**src/rtl/led_pkg.sv**
```systemverilog
// led_pkg: owner/state encodings and default timing for the LED scheduler
package led_pkg;
    localparam logic [1:0] OWN_HB  = 2'd0;
    localparam logic [1:0] OWN_ACT = 2'd1;
    localparam logic [1:0] OWN_ERR = 2'd2;

    localparam logic [2:0] IDLE      = 3'd0;
    localparam logic [2:0] FLASH_ON  = 3'd1;
    localparam logic [2:0] FLASH_OFF = 3'd2;
    localparam logic [2:0] CODE_ON   = 3'd3;
    localparam logic [2:0] CODE_OFF  = 3'd4;
    localparam logic [2:0] GAP       = 3'd5;

    localparam int DEF_MS_DIV      = 50000;
    localparam int DEF_HB_HALF_MS  = 500;
    localparam int DEF_FLASH_MS    = 50;
    localparam int DEF_CODE_ON_MS  = 200;
    localparam int DEF_CODE_OFF_MS = 200;
    localparam int DEF_CODE_GAP_MS = 1000;

    function automatic logic [1:0] state_owner(input logic [2:0] s);
        return (s == IDLE) ? OWN_HB : (s == FLASH_ON || s == FLASH_OFF) ? OWN_ACT : OWN_ERR;
    endfunction
endpackage

```
**src/rtl/led_scheduler_if.sv**
```systemverilog
// led_scheduler_if: request/status bundle between core logic and the LED scheduler
interface led_scheduler_if;
    logic       act_req;
    logic       err_valid;
    logic [3:0] err_code;
    logic       led;
    logic [1:0] owner;
    logic       err_ack;

    modport master (output act_req, err_valid, err_code, input led, owner, err_ack);
    modport slave (input act_req, err_valid, err_code, output led, owner, err_ack);
endinterface

```
**src/rtl/led_ms_tick.sv**
```systemverilog
// led_ms_tick: free-running prescaler, one-cycle tick every MS_DIV clocks
module led_ms_tick #(
    parameter int MS_DIV = 50000
) (
    input  logic clk,
    input  logic rst,
    output logic tick
);
    localparam int W = (MS_DIV > 1) ? $clog2(MS_DIV) : 1;
    localparam logic [W-1:0] LAST = W'(MS_DIV - 1);

    logic [W-1:0] cnt_q, cnt_d;

    always_comb begin
        tick  = cnt_q == LAST;
        cnt_d = tick ? '0 : cnt_q + W'(1);
    end

    always_ff @(posedge clk) begin
        if (rst) cnt_q <= '0;
        else cnt_q <= cnt_d;
    end
endmodule

```
**src/rtl/led_scheduler.sv**
```systemverilog
// led_scheduler: shares the status LED between heartbeat, activity flash and error blink code
// (priority error > activity > heartbeat); all phase timing counts millisecond ticks.
module led_scheduler
    import led_pkg::*;
#(
    parameter int MS_DIV      = DEF_MS_DIV,
    parameter int HB_HALF_MS  = DEF_HB_HALF_MS,
    parameter int FLASH_MS    = DEF_FLASH_MS,
    parameter int CODE_ON_MS  = DEF_CODE_ON_MS,
    parameter int CODE_OFF_MS = DEF_CODE_OFF_MS,
    parameter int CODE_GAP_MS = DEF_CODE_GAP_MS
) (
    input logic            clk,
    input logic            rst,
    led_scheduler_if.slave bus
);
    localparam logic [9:0] HB_LAST    = 10'(HB_HALF_MS - 1);
    localparam logic [9:0] FLASH_LAST = 10'(FLASH_MS - 1);
    localparam logic [9:0] ON_LAST    = 10'(CODE_ON_MS - 1);
    localparam logic [9:0] OFF_LAST   = 10'(CODE_OFF_MS - 1);
    localparam logic [9:0] GAP_LAST   = 10'(CODE_GAP_MS - 1);

    logic       tick, hb_end, ph_end, err_start;
    logic [9:0] ph_last;
    logic [9:0] hb_cnt_q, hb_cnt_d, ph_q, ph_d;
    logic [3:0] rem_q, rem_d;
    logic [2:0] state_q, state_d;
    logic [1:0] owner_q, owner_d;
    logic       hb_led_q, hb_led_d, pend_q, pend_d, led_q, led_d, err_ack_q, err_ack_d;

    led_ms_tick #(.MS_DIV(MS_DIV)) u_tick (.clk(clk), .rst(rst), .tick(tick));

    always_comb begin
        hb_end   = tick && hb_cnt_q == HB_LAST;
        hb_cnt_d = hb_end ? '0 : tick ? hb_cnt_q + 10'd1 : hb_cnt_q;
        hb_led_d = hb_led_q ^ hb_end;
    end

    always_comb begin
        ph_last   = (state_q == FLASH_ON || state_q == FLASH_OFF) ? FLASH_LAST :
                    (state_q == CODE_ON) ? ON_LAST : (state_q == CODE_OFF) ? OFF_LAST : GAP_LAST;
        ph_end    = tick && ph_q == ph_last;
        err_start = bus.err_valid && bus.err_code != 4'd0;
        state_d   = state_q;
        rem_d     = rem_q;
        err_ack_d = 1'b0;
        // Requests accumulate only where a later flash can still honour them
        pend_d    = (state_q == IDLE || state_q == FLASH_OFF) ? pend_q | bus.act_req : pend_q;
        if (err_start && (state_q == IDLE || state_q == FLASH_ON || state_q == FLASH_OFF)) begin
            state_d = CODE_ON;
            rem_d   = bus.err_code;
            pend_d  = 1'b0;
        end else begin
            case (state_q)
                IDLE: begin
                    state_d = pend_q ? FLASH_ON : IDLE;
                    pend_d  = pend_q ? 1'b0 : pend_d;
                end
                FLASH_ON:  state_d = ph_end ? FLASH_OFF : FLASH_ON;
                FLASH_OFF: if (ph_end) begin
                    state_d = pend_q ? FLASH_ON : IDLE;
                    pend_d  = pend_q ? 1'b0 : bus.act_req;
                end
                CODE_ON: if (ph_end) begin
                    state_d = CODE_OFF;
                    rem_d   = rem_q - 4'd1;
                end
                CODE_OFF:  state_d = ph_end ? ((rem_q != 4'd0) ? CODE_ON : GAP) : CODE_OFF;
                GAP: if (ph_end) begin
                    state_d   = IDLE;
                    err_ack_d = 1'b1;
                end
                default:   state_d = IDLE;
            endcase
        end
        // Every transition changes state, so a state change restarts the phase timer
        ph_d    = (state_d != state_q || state_q == IDLE) ? '0 : tick ? ph_q + 10'd1 : ph_q;
        owner_d = state_owner(state_q);
        led_d   = (state_q == IDLE) ? hb_led_q : (state_q == FLASH_ON || state_q == CODE_ON);
    end

    always_ff @(posedge clk) begin
        if (rst) begin
            state_q   <= IDLE;
            ph_q      <= '0;
            rem_q     <= '0;
            pend_q    <= 1'b0;
            hb_cnt_q  <= '0;
            hb_led_q  <= 1'b1;
            led_q     <= 1'b1;
            owner_q   <= OWN_HB;
            err_ack_q <= 1'b0;
        end else begin
            state_q   <= state_d;
            ph_q      <= ph_d;
            rem_q     <= rem_d;
            pend_q    <= pend_d;
            hb_cnt_q  <= hb_cnt_d;
            hb_led_q  <= hb_led_d;
            led_q     <= led_d;
            owner_q   <= owner_d;
            err_ack_q <= err_ack_d;
        end
    end

    assign bus.led     = led_q;
    assign bus.owner   = owner_q;
    assign bus.err_ack = err_ack_q;
endmodule

```
**src/flat_wrapper.sv**
```systemverilog
// flat-port wrapper written by rule: the top's interface ports become plain ports
module led_scheduler_flat import led_pkg::*;
#(
    parameter int MS_DIV      = DEF_MS_DIV,
    parameter int HB_HALF_MS  = DEF_HB_HALF_MS,
    parameter int FLASH_MS    = DEF_FLASH_MS,
    parameter int CODE_ON_MS  = DEF_CODE_ON_MS,
    parameter int CODE_OFF_MS = DEF_CODE_OFF_MS,
    parameter int CODE_GAP_MS = DEF_CODE_GAP_MS
)
  (clk, rst, bus_act_req, bus_err_valid, bus_err_code, bus_led, bus_owner, bus_err_ack);
  led_scheduler_if bus_i ();
  input logic clk;
  input logic rst;
  input wire logic [$bits(bus_i.act_req)-1:0] bus_act_req;
  input wire logic [$bits(bus_i.err_valid)-1:0] bus_err_valid;
  input wire logic [$bits(bus_i.err_code)-1:0] bus_err_code;
  output wire logic [$bits(bus_i.led)-1:0] bus_led;
  output wire logic [$bits(bus_i.owner)-1:0] bus_owner;
  output wire logic [$bits(bus_i.err_ack)-1:0] bus_err_ack;
  assign bus_i.act_req = bus_act_req;
  assign bus_i.err_valid = bus_err_valid;
  assign bus_i.err_code = bus_err_code;
  assign bus_led = bus_i.led;
  assign bus_owner = bus_i.owner;
  assign bus_err_ack = bus_i.err_ack;
  led_scheduler #(.MS_DIV(MS_DIV), .HB_HALF_MS(HB_HALF_MS), .FLASH_MS(FLASH_MS), .CODE_ON_MS(CODE_ON_MS), .CODE_OFF_MS(CODE_OFF_MS), .CODE_GAP_MS(CODE_GAP_MS)) u_core (.clk(clk), .rst(rst), .bus(bus_i));
endmodule
```
**config.mk**
```make
export PLATFORM = sky130hd
export DESIGN_NAME = led_scheduler_flat
export DESIGN_NICKNAME = d
export VERILOG_FILES = /design/src/rtl/led_pkg.sv /design/src/rtl/led_scheduler_if.sv /design/src/rtl/led_ms_tick.sv /design/src/rtl/led_scheduler.sv /design/src/flat_wrapper.sv
export SDC_FILE = /design/constraint.sdc
export NUM_CORES = 1
export LEC_CHECK = 0
export BUFFER_PORTS_ARGS = -buffer_cell sky130_fd_sc_hd__buf_2
export CAP_MARGIN = 20
export CORE_ASPECT_RATIO = 1.2
export CORE_MARGIN = 3
export CORE_UTILIZATION = 57
export CTS_BUF_LIST = sky130_fd_sc_hd__clkbuf_4 sky130_fd_sc_hd__clkbuf_8
export DETAILED_ROUTE_END_ITERATION = 7
export PLACE_DENSITY = 0.77
export SKIP_CTS_REPAIR_TIMING = 1
export SYNTH_ARGS = -nofsm -noshare
export SYNTH_HDL_FRONTEND = slang
export SYNTH_HIERARCHICAL = 1
export SYNTH_SLANG_ARGS = --single-unit
export TNS_END_PERCENT = 20
```
**constraint.sdc**
```tcl
create_clock -name clk -period 2.2 [get_ports clk]
set_input_delay 0.33 -clock clk [delete_from_list [all_inputs] [get_ports clk]]
set_output_delay 0.33 -clock clk [all_outputs]
set_load 0.05 [all_outputs]
```
After elaboration in Yosys (flattened, before gate mapping)
Cells that the tools add are included.

cells by class
  add/subtract/negate cells = 4
  multiply operators = 0
  div/mod/pow operators = 0
  magnitude comparators = 0
  equality and inequality tests = 9
  shift-type cells = 0
  mux-type cells = 23
  bitwise logic cells = 3
  reductions and logical operators = 22

operators with widths
  cell                   number
  $mux 10                3
  $add 10x1->10 const B  2
  $mux 3                 6
  $pmux 3 s6             1
  $add 16x1->16 const B  1
  $eq 16x16->1 const B   1
  $mux 4                 3
  $eq 10x10->1           1
  $eq 10x9->1 const B    1
  $reduce_or 2->1        5
  $reduce_bool 4->1      2
  $mux 1                 7
  $eq 3x2->1 const B     2
  $eq 3x3->1 const B     2
  $logic_or 1x1->1       6
  $logic_and 1x1->1      4
  $mux 2                 2
  $reduce_bool 2->1      2
  $sub 4x1->4 const B    1
  $eq 3x1->1 const B     1
  $logic_not 3->1        1
  $ne 3x3->1             1
  $reduce_or 3->1        1
  $pmux 1 s2             1
  other kinds (4)        4

word-level totals
  bits in registers = 49
  latch bits = 0
  RAM bits = 0
  ROM bits = 0
  memories kept = 0

Depth between registers and ports, before layout
  depth in word-level cells = 12
  gate-level depth with buffers = 9

Hierarchy
The synthesis kept the hierarchy.

modules (own cells, without submodules)
  module         instances  cells each  area each (µm²)
  led_scheduler  1          203         1,739.2
  led_ms_tick    1          81          710.7

Least setup slack after synthesis
No wires, ideal clock.

  path kind = register -> register
  start point = register u_core.u_tick.cnt_q[0]
  end point = register u_core.hb_cnt_q[0]
  setup time = 0.128 ns
  arrival = 2.213 ns
  required time = 2.072 ns
  setup slack = -0.141 ns
  cell stages (with the launch flop) = 10
  path buffers = 2
  clock period less this slack = 2.341 ns
  cells stage by stage = dfxtp_1 ha_1 nand4_2 and4b_1 clkbuf_1 nand3_1 nor3_1 or2_2 clkbuf_1 nor2_1

on the way
  longest elaborated chain between the ends = 3

RTL lines
  what                              RTL line             text
  start: declaration                led_ms_tick.sv:12    logic [W-1:0] cnt_q, cnt_d;
  start signal: assignment          led_ms_tick.sv:21    else cnt_q <= cnt_d;
  $eq 16x16->1 *                    led_ms_tick.sv:15    tick = cnt_q == LAST;
  via u_core.tick                   led_scheduler.sv:23  logic tick, hb_end, ph_end, err_start;
  $logic_and 1x1->1                 led_scheduler.sv:34  hb_end = tick && hb_cnt_q == HB_LAST;
  $reduce_or 2->1 (no source line)  --
  end signal: assignment            led_scheduler.sv:98  hb_cnt_q <= hb_cnt_d;
  end: declaration                  led_scheduler.sv:25  logic [9:0] hb_cnt_q, hb_cnt_d, ph_q, ph_d;

Mark *: on every way through the listed nets, which the timed path passes. The rest lies on a longest branch.
A chain may end at the register's enable or synchronous reset.

Worst setup path after layout
  start point = register u_core.u_tick.cnt_q[14]
  end point = register u_core.rem_q[3]

on the way
  longest elaborated chain between the ends = 4

RTL lines
  what                                RTL line             text
  $eq 16x16->1                        led_ms_tick.sv:15
  via u_core.tick                     led_scheduler.sv:23
  $logic_and 1x1->1                   led_scheduler.sv:42  ph_end = tick && ph_q == ph_last;
  $reduce_bool 2->1 (no source line)  --
  $reduce_and 2->1 (no source line)   --
  end signal: assignment              led_scheduler.sv:96  rem_q <= rem_d;
  end: declaration                    led_scheduler.sv:26  logic [3:0] rem_q, rem_d;

The timed path passes the listed nets, and every way through them passes these cells.

==> impl_metrics.yaml <==
final_layout:
  fin_area_sq_um: 3014
  final_cell_mix: "dfxtp_1, nor2_1, buf_4"
  final_common_cell: "dfxtp_1"
  seqCellArea_sq_um: 992.2
  final_cells: 382
  fillers: 280
  syn_to_final_growth_pct: 23.03
  num_antenna_cells: 0
  multiInputGateArea_sq_um: 1453
  layout-drive-gt1-share_pct: 26.83
  nets: 339
yosys:
  synth_seq_area_share_pct: 40.04
  ys_types: 49
  syn_avg_cell_area_sq_um: 8.626
  synth_edf_count: 0
  synth.net_count: 296
  synth_cells: 284
  synth_warnings: 6
  async_reset_ff_share_pct: 0
  synth-seq-cells: 49
  syn_area_sq_um: 2450
  ys.flop_type: "dfxtp_1"
floorplanning:
  fp-row-count: 25
  die_x_um: 65.85
  coreArea_sq_um: 4035
  ios: 12
  design.die.area_sq_um: 5124
  start_util_pct: 60.71
  die_h_um: 77.82
critical_path:
  crit_type: "flip-flop to flip-flop"
  crit_cells: 8
  reg2reg_to: "u_core/rem_q[3]"
  crit_path_cell_trace: "nor4bb_1 > and4b_1 > nand2_2 > or3_4 > a211oi_2 > buf_4 > a211oi_1 > nor4b_1"
  crit_start: "u_core/u_tick/cnt_q[14]"
  critPathMaxStageDelay_ps: 350
  r2r.worst_path.cells: 8
  critical_path.max_fanout: 3
  worst-r2r-setup-slack_ps: -5
  endpoint: "u_core/rem_q[3]"
  critPathTopFamily: "simple AND/OR/NAND/NOR gates"
  crit_required_ps: 2410
  path_buf_inv: 1
  worst_setup_path_start_kind: "flip-flop"
  critPathSlowestCell: "dfxtp_1"
  critPathArrivalTime_ps: 2410
  crit_path_end_kind: "flip-flop"
  reg2reg_from: "u_core/u_tick/cnt_q[14]"
timing:
  hold_violations: 0
  period_needed_ps: 2205
  slew-limit-headroom_pct: 77.52
  max_slew.worst_pin.slew_ps: 334.1
  fin_ws_ps: -5.400
  rsz0062_at_grt: "yes"
  fmaxAchievable_mhz: 453.4
  setup_viol_count_final: 2
  post-route-period-util_pct: 100.2
  maxSlewViolCount: 0
  fin_skew_ps: 9.880
clock_tree:
  clock-sinks: 49
  ctsRootBufferMaster: "clkbuf_8"
  h-tree-depth: 2
  cts_buffers: 5
  ctsLongestPathBuffers: 2
  path_clk_slew_ps: 90
  cts_tree: "built"
  clock_latency_ps: 310
worst_hold_path:
  hp-class: "input pin to flip-flop"
  hold_depth: 3
global_routing:
  grt_pass1_wl_mm: 8.990
  grt_max_degree: 20
  grt_pass1_vias: 2168
  grt_remaining_overflow: 0
  grt_antenna_before_repair: 0
  grt_use_total_pct: 22.02
power:
  power.density_nw_per_um2: 602.3
  p_leak_nw: 1.098
  vdd_drop_max_mv: 0.5431
routing:
  drt_wl_total_mm: 5.440
  postRouteAntennaNets: 0
  avgViaCountPerCell: 5.749
  wl_per_cell_um: 14.24
  drc: 0
  vias: 2196
  drt-initial-drc-count: 157
  dr.pass1.iters: 4
placement:
  gp_congestion: 0.8269
  dp.cells: 366
  placed_area_sq_um: 2719
  hpwlAfterDp_mm: 3.577
  port_buffers: 11
run:
  max_cap_viol_count: 0
run_status:
  status: "finished, violations left"
  violations: "negative setup slack"
worst reg2reg max path, delay by kind of cell, from the launching register on:
kind                   cells  cell delay [ps]
AOI/OAI and AO/OA          2              260
buffers and inverters      1              160
DFF                        1              350
and+or+nand+nor            5             1330
how the worst min path moves through the flow:
stage	endpoint	start	slack (ps)
finish	u_core/rem_q[1]	bus_err_code[1]	320
global route	u_core/rem_q[2]	bus_err_code[2]	340
CTS	u_core/rem_q[1]	bus_err_code[1]	300
detailed placement	u_core/pend_q	u_core/pend_q	460
global placement	u_core/pend_q	u_core/pend_q	440
floorplan	u_core/u_tick/cnt_q[2]	rst	400
sequential cells by signal, summed over array words and instances (netlist names):
name / count
u_core/pend_q: 1
u_core/ph_q: 10
u_core/bus.owner: 2
u_core/rem_q: 4
u_core/state_q: 3
u_core/hb_led_q: 1
u_core/bus.led: 1
u_core/bus.err_ack: 1
u_core/u_tick/cnt_q: 16
u_core/hb_cnt_q: 10
stage by stage:
stage | hold WS [ps] | worst slack [ps] | setup TNS (ps) | utilization (%) | total power, mW
2_1_floorplan | 402.4 | -22.06 | -206.8 | - | 1.071
3_3_place_gp | 444.7 | 24.19 | 0 | 67.38 | 1.119
3_5_place_dp | 462.4 | -85.20 | -867.4 | 67.38 | 1.125
4_1_cts | 304.7 | -115.2 | -933.6 | 70.36 | 1.792
5_1_grt | 343.6 | -105.9 | -921.5 | 74.70 | 1.884
6_report | 316.0 | -5.400 | -8.046 | 74.70 | 1.815
power by group:
| group | total (mW) | switching (mW) | internal, mW |
|---|---|---|---|
| Combinational | 0.205 | 0.118 | 0.0878 |
| Sequential | 0.929 | 0.0223 | 0.906 |
| Clock | 0.681 | 0.298 | 0.383 |
synthesized netlist by cell type, types with 2 or more instances:
library cell / count / area share [%]
dfxtp_1: 49 / 40
nor2_1: 43 / 6.6
xnor2_1: 20 / 7.2
nand2_1: 17 / 2.6
nor4_1: 14 / 3.6
xor2_1: 13 / 4.6
nand3_1: 12 / 2.5
nand4_1: 12 / 3.1
a21oi_1: 11 / 2.2
nor3_1: 11 / 2.2
inv_1: 8 / 1.2
o21ai_0: 6 / 1.2
or3_1: 6 / 1.5
clkbuf_1: 5 / 0.77
a31oi_1: 4 / 1.0
ha_1: 4 / 2.0
a211oi_1: 3 / 0.92
buf_2: 3 / 0.61
buf_6: 3 / 1.4
a211oi_2: 2 / 1.0
a41oi_1: 2 / 0.72
and3_1: 2 / 0.51
and4b_1: 2 / 0.82
mux2i_1: 2 / 0.82
nand2b_1: 2 / 0.51
nand4_2: 2 / 1.0
nor4bb_1: 2 / 0.82
o21ai_1: 2 / 0.41
or2_2: 2 / 0.51
kinds of logic after synthesis:
group           after synthesis  share of synthesized area, %
simple gates                135                         28.65
buf+inv                      22                         4.596
mux                           3                         1.277
compound gates               37                         10.93
flops                        49                         40.04
fa+ha+maj                     4                         2.043
xor+xnor                     34                         12.46
layout make-up:
| cell class | instances | share of cell area, % |
|---|---|---|
| clock buffers | 7 | 2.989 |
| clock inverters | 1 | 0.9963 |
| inverters | 9 | 1.121 |
| multi-input cells | 213 | 48.19 |
| flip-flops and latches | 49 | 32.92 |
| well taps | 54 | 2.242 |
| repair buffers | 49 | 11.54 |
per-layer routing:
metal	up-vias	global-route usage, %	share of wire, %
met4	0	10.17	1.5
met3	8	4.920	4.0
met1	1039	24.66	42
met2	49	38.62	53
li1	1100	-	-
met5	-	0	0
Power figures use the tool's default switching activity.
